===== config.mk =====
export PLATFORM = sky130hd
export DESIGN_NAME = reg_file_param
export DESIGN_NICKNAME = d
export VERILOG_FILES = /design/src/rtl/reg_file_param.sv
export SDC_FILE = /design/constraint.sdc
export NUM_CORES = 2
export LEC_CHECK = 0
export CELL_PAD_IN_SITES_DETAIL_PLACEMENT = 1
export CELL_PAD_IN_SITES_GLOBAL_PLACEMENT = 1
export CORE_AREA = 2 2 376 378
export DETAILED_ROUTE_END_ITERATION = 8
export DIE_AREA = 0 0 378 380
export PLACE_DENSITY = 0.68
export SKIP_LAST_GASP = 1
export SLEW_MARGIN = 20
export SYNTH_ARGS = -nofsm -noshare
export SYNTH_HDL_FRONTEND = slang
export SYNTH_SLANG_ARGS = --single-unit
export TNS_END_PERCENT = 10

===== constraint.sdc =====
create_clock -name clk -period 6.45 [get_ports clk]
set_input_delay 0.9675 -clock clk [delete_from_list [all_inputs] [get_ports clk]]
set_output_delay 0.9675 -clock clk [all_outputs]
set_load 0.02 [all_outputs]

===== src/rtl/reg_file_param.sv =====
// Parameterised register file with self-initialisation,
// byte-enable writes, write-to-read bypass and registered reads.
module reg_file_param #(
  parameter int DATA_W   = 32,
  parameter int ADDR_W   = 5,
  parameter int NUM_RD   = 2,
  parameter int ZERO_REG = 1
) (
  input  logic                     clk,
  input  logic                     rst_n,
  input  logic                     we,
  input  logic [ADDR_W-1:0]        waddr,
  input  logic [DATA_W-1:0]        wdata,
  input  logic [DATA_W/8-1:0]      wbe,
  input  logic                     re,
  input  logic [NUM_RD*ADDR_W-1:0] raddr,
  output logic [NUM_RD*DATA_W-1:0] rdata,
  output logic                     rvalid,
  output logic                     ready
);

  localparam int DEPTH = 1 << ADDR_W;
  localparam int NB    = DATA_W / 8;

  typedef enum logic {INIT, RUN} state_t;

  state_t            state;
  state_t            state_nx;
  logic [ADDR_W-1:0] idx;
  logic [ADDR_W-1:0] idx_nx;

  logic [DATA_W-1:0] mem [DEPTH];
  logic [DATA_W-1:0] wmerged;
  logic              wzero;
  logic              wr_en;
  logic              rd_en;
  logic [ADDR_W-1:0] ra      [NUM_RD];
  logic [DATA_W-1:0] rd_next [NUM_RD];

  function automatic logic [DATA_W-1:0] merge(
    input logic [DATA_W-1:0] old_v,
    input logic [DATA_W-1:0] new_v,
    input logic [NB-1:0]     be
  );
    logic [DATA_W-1:0] r;
    r = old_v;
    for (int k = 0; k < NB; k++)
      if (be[k]) r[k*8 +: 8] = new_v[k*8 +: 8];
    return r;
  endfunction

  assign wzero   = (ZERO_REG != 0) && (waddr == '0);
  assign wr_en   = (state == RUN) && we && !wzero;
  assign rd_en   = (state == RUN) && re;
  assign wmerged = merge(mem[waddr], wdata, wbe);
  assign ready   = (state == RUN);

  // Controller: walk idx across the array, then stay in RUN.
  always_comb begin
    state_nx = state;
    idx_nx   = idx;
    unique case (1'b1)
      (state == INIT): begin
        idx_nx = idx + 1'b1;
        if (&idx) state_nx = RUN;
      end
      default: ;
    endcase
  end

  // State and init index, cleared asynchronously.
  always_ff @(posedge clk or negedge rst_n) begin
    if (!rst_n) begin
      state <= INIT;
      idx   <= '0;
    end else begin
      state <= state_nx;
      idx   <= idx_nx;
    end
  end

  // Array: init fill or byte-merged write; no reset, INIT rebuilds it.
  // While rst_n is low idx is 0, so only register 0 is rewritten with 0.
  always_ff @(posedge clk) begin
    if (state == INIT)
      mem[idx] <= DATA_W'(idx);
    else if (wr_en)
      mem[waddr] <= wmerged;
  end

  // Per-port read mux with same-edge bypass and zero-register mask.
  always_comb begin
    for (int p = 0; p < NUM_RD; p++) begin
      ra[p]      = raddr[p*ADDR_W +: ADDR_W];
      rd_next[p] = mem[ra[p]];
      if (wr_en && (waddr == ra[p]))
        rd_next[p] = wmerged;
      if ((ZERO_REG != 0) && (ra[p] == '0))
        rd_next[p] = '0;
    end
  end

  // Registered read data and valid flag.
  always_ff @(posedge clk or negedge rst_n) begin
    if (!rst_n) begin
      rdata  <= '0;
      rvalid <= 1'b0;
    end else begin
      rvalid <= rd_en;
      if (rd_en)
        for (int p = 0; p < NUM_RD; p++)
          rdata[p*DATA_W +: DATA_W] <= rd_next[p];
    end
  end

endmodule


==> out/results.ini <==
[sta]
layout_worst_path_cycle_share_pct=73.4
hold_viol=0
fin_setup_tns_ns=0
finalMaxSlewViolations=0
finalSetupViolCount=0
period_needed_ns=4.73
rsz0062_at_grt=no
finalClockSkew_ns=0.0348
tightest_slew_ns=1.22
slew_headroom_pct=18.3
max_freq_mhz=211

[clock_tree]
post_cts_buffers=0
cts_max_path_buffers=3
path_clk_slew_ns=0.06
cts_tree=done
worstSkewPairLatency_ns=0.78
clkSinkCount=1095
root_buffer=clkbuf_16
numCtsBuffers=132
cts_max_level=4
cts_resized=0
postCtsHoldBufs=0

[critical_path]
timing_worst_setup_path_type=input port to flop
critPathCaptureType=flop
cp_common_cell=buf_4
critical_path.max_fanout=23
cpPeakStageDelay_ns=0.79
crit_slowest_cell=nor2_4
crit_arrival_ns=5.19
cp_cell_sequence=clkdlybuf4s50_1 > or2_2 > o41ai_4 > buf_4 > mux2_2 > nand2_1 > nor2_4 > buf_4
worstPathRequired_ns=6.91
critPathLaunchType=input port

[die]
num_rows=137
core_sq_um=139000
die_area_sq_um=144000
fp.dieH_microns=380
initial_core_util_pct=42.9
io_pins=121
die_x_microns=378

[global_routing]
grtUsageTotal_pct=33.9
grt_max_degree=104
antenna_found_initial=7
gr-total-overflow=0
grt_pass1_wl_microns=346000
grt_pass1_vias=44800

[drt]
drtIter0Drc=6159
route.antenna.remaining_nets=0
num_vias=44000
via_per_inst=7.21
wl_per_cell_microns=40.4
drc=0
dr.pass1.iters=5
wl_microns=246000

[synth]
yosysTopAreaCell=edfxtp_1
syn-cell-area_sq_um=59800
synth_common_cells=1024 x edfxtp_1, 606 x mux2i_1, 391 x mux4_2
synth_top_area_share_pct=51.4
ys_ff_latch=1095
synth_cell_types=57
syn_nets=4092
seq_area_frac_synth_pct=54.4
syn_area_per_cell_sq_um=14.8
synthArstFlopShare_pct=6.48
synthTopCellsByArea=edfxtp_1 51%, mux4_2 15%, mux2i_1 10%
synthFlopType=edfxtp_1
ys_warn_count=0
synthCells=4035
synth_edf_count=1024
yosysMostFrequentCell=edfxtp_1

[cells_and_area]
layout-drive-gt1-share_pct=23.8
num-fill-cells=13500
regArea_sq_um=32500
nets=4167
fin_util_pct=49.2
multi_input_area_sq_um=25900
syn_to_final_growth_pct=14.6
instances_no_fill=6095

[power]
pwr_density_cell_nw_per_um2=270
ir_drop_mv=0.283
p_leak_nw=23.5

[placement]
place_hpwl_microns=155000
place.gp.congestion=0.913
dp.cells=5852
numPortBuffers=120

[hold_path]
hold_path_class=input port to async pin

[run]
maxCapViolations=0

[status]
status=finished, final reports clean

kinds of logic after synthesis:
| family | synth area share [%] |
|---|---|
| compound gates | 12.0 |
| flops | 54.4 |
| buf+inv | 3.17 |
| fa+ha+maj | 0.0419 |
| xor+xnor | 0.191 |
| mux | 26.2 |
| simple gates | 3.99 |
power breakdown:
part / internal (W) / leakage, nW / switching [W]
combinational: 0.000862 / 11.1 / 0.00154
clock: 0.00483 / 2.24 / 0.00315
sequential: 0.00795 / 10.2 / 0.000127
total: 0.0136 / 23.5 / 0.00481
placed cells by master (no fill, tap or decap), types with 10 or more instances in the layout:
cell and n:
edfxtp_1 1024, bufinv_16 20, clkbuf_1 17, nor2_1 132
clkinv_1 19, o32ai_2 24, o22ai_1 158, nor3_1 36
clkbuf_16 139, o32ai_1 10, a21oi_2 17, buf_4 175
a22o_1 31, dfrtp_1 71, nor2_4 37, a211o_1 56
mux2_2 68, o221ai_1 59, buf_12 30, a21oi_1 149
nor4_1 27, mux2i_1 606, clkdlybuf4s50_1 112, o31ai_1 31
a22oi_1 352, mux4_2 391, a221oi_1 56, nand2_1 119
clkinv_2 25, nand2b_1 38, and3_1 59
worst max-delay path, delay by kind of cell:
family / cells / cell delay [ns]
buffers and inverters: 3 / 1.72
muxes: 1 / 0.34
AOI/OAI and AO/OA: 1 / 0.43
and+or+nand+nor: 3 / 1.69
path summary, 6_finish.rpt:
path / end / cells past startpoint / slack [ns] / start
min in group clk: rdata[6] / 2 / 0.52 / rdata[6]
worst max register to register: rdata[27] / 9 / 2.21 / ready
worst min register to register: rdata[6] / 2 / 0.52 / rdata[6]
max in group asynchronous: rdata[27] / 3 / 4.77 / rst_n
worst min-delay path: rdata[53] / 1 / 0.12 / rst_n
worst max-delay path: mem[18][9] / 8 / 1.72 / waddr[3]
stage by stage:
step / setup WS [ns] / power, W / cell area (sq um) / hold WS [ns]
after global placement: 1.21 / 0.0105 / 63900 / 0.512
after global routing: 1.69 / 0.0188 / 68500 / 0.129
after detailed placement: 1.05 / 0.0106 / 63900 / 0.502
after CTS: 1.86 / 0.0185 / 68500 / 0.105
after floorplan: 2.16 / 0.00953 / 59800 / 0.517
final: 1.72 / 0.0185 / 68500 / 0.121
layout make-up:
type | instances | share of cell area [%]
Multi-Input combinational cell | 2549 | 37.8
Tap cell | 1876 | 3.43
Antenna cell | 3 | 0.0110
Clock inverter | 75 | 1.33
Sequential cell | 1095 | 47.5
Clock buffer | 165 | 5.35
Inverter | 9 | 0.0512
Timing Repair Buffer | 323 | 4.56
state kept, by name, indices dropped and copies added (netlist names):
| register | count |
|---|---|
| ready | 1 |
| rvalid | 1 |
| rdata | 64 |
| mem | 1024 |
| idx | 5 |
routing by layer:
layer	track usage, %	part of all wire (%)	up-vias
met5	0	0	-
met1	44.5	37	23200
met3	7.83	11	685
li1	-	-	17100
met2	50.5	45	3049
met4	21.6	7.4	0
No activity file was read; power rests on OpenSTA's default activity.
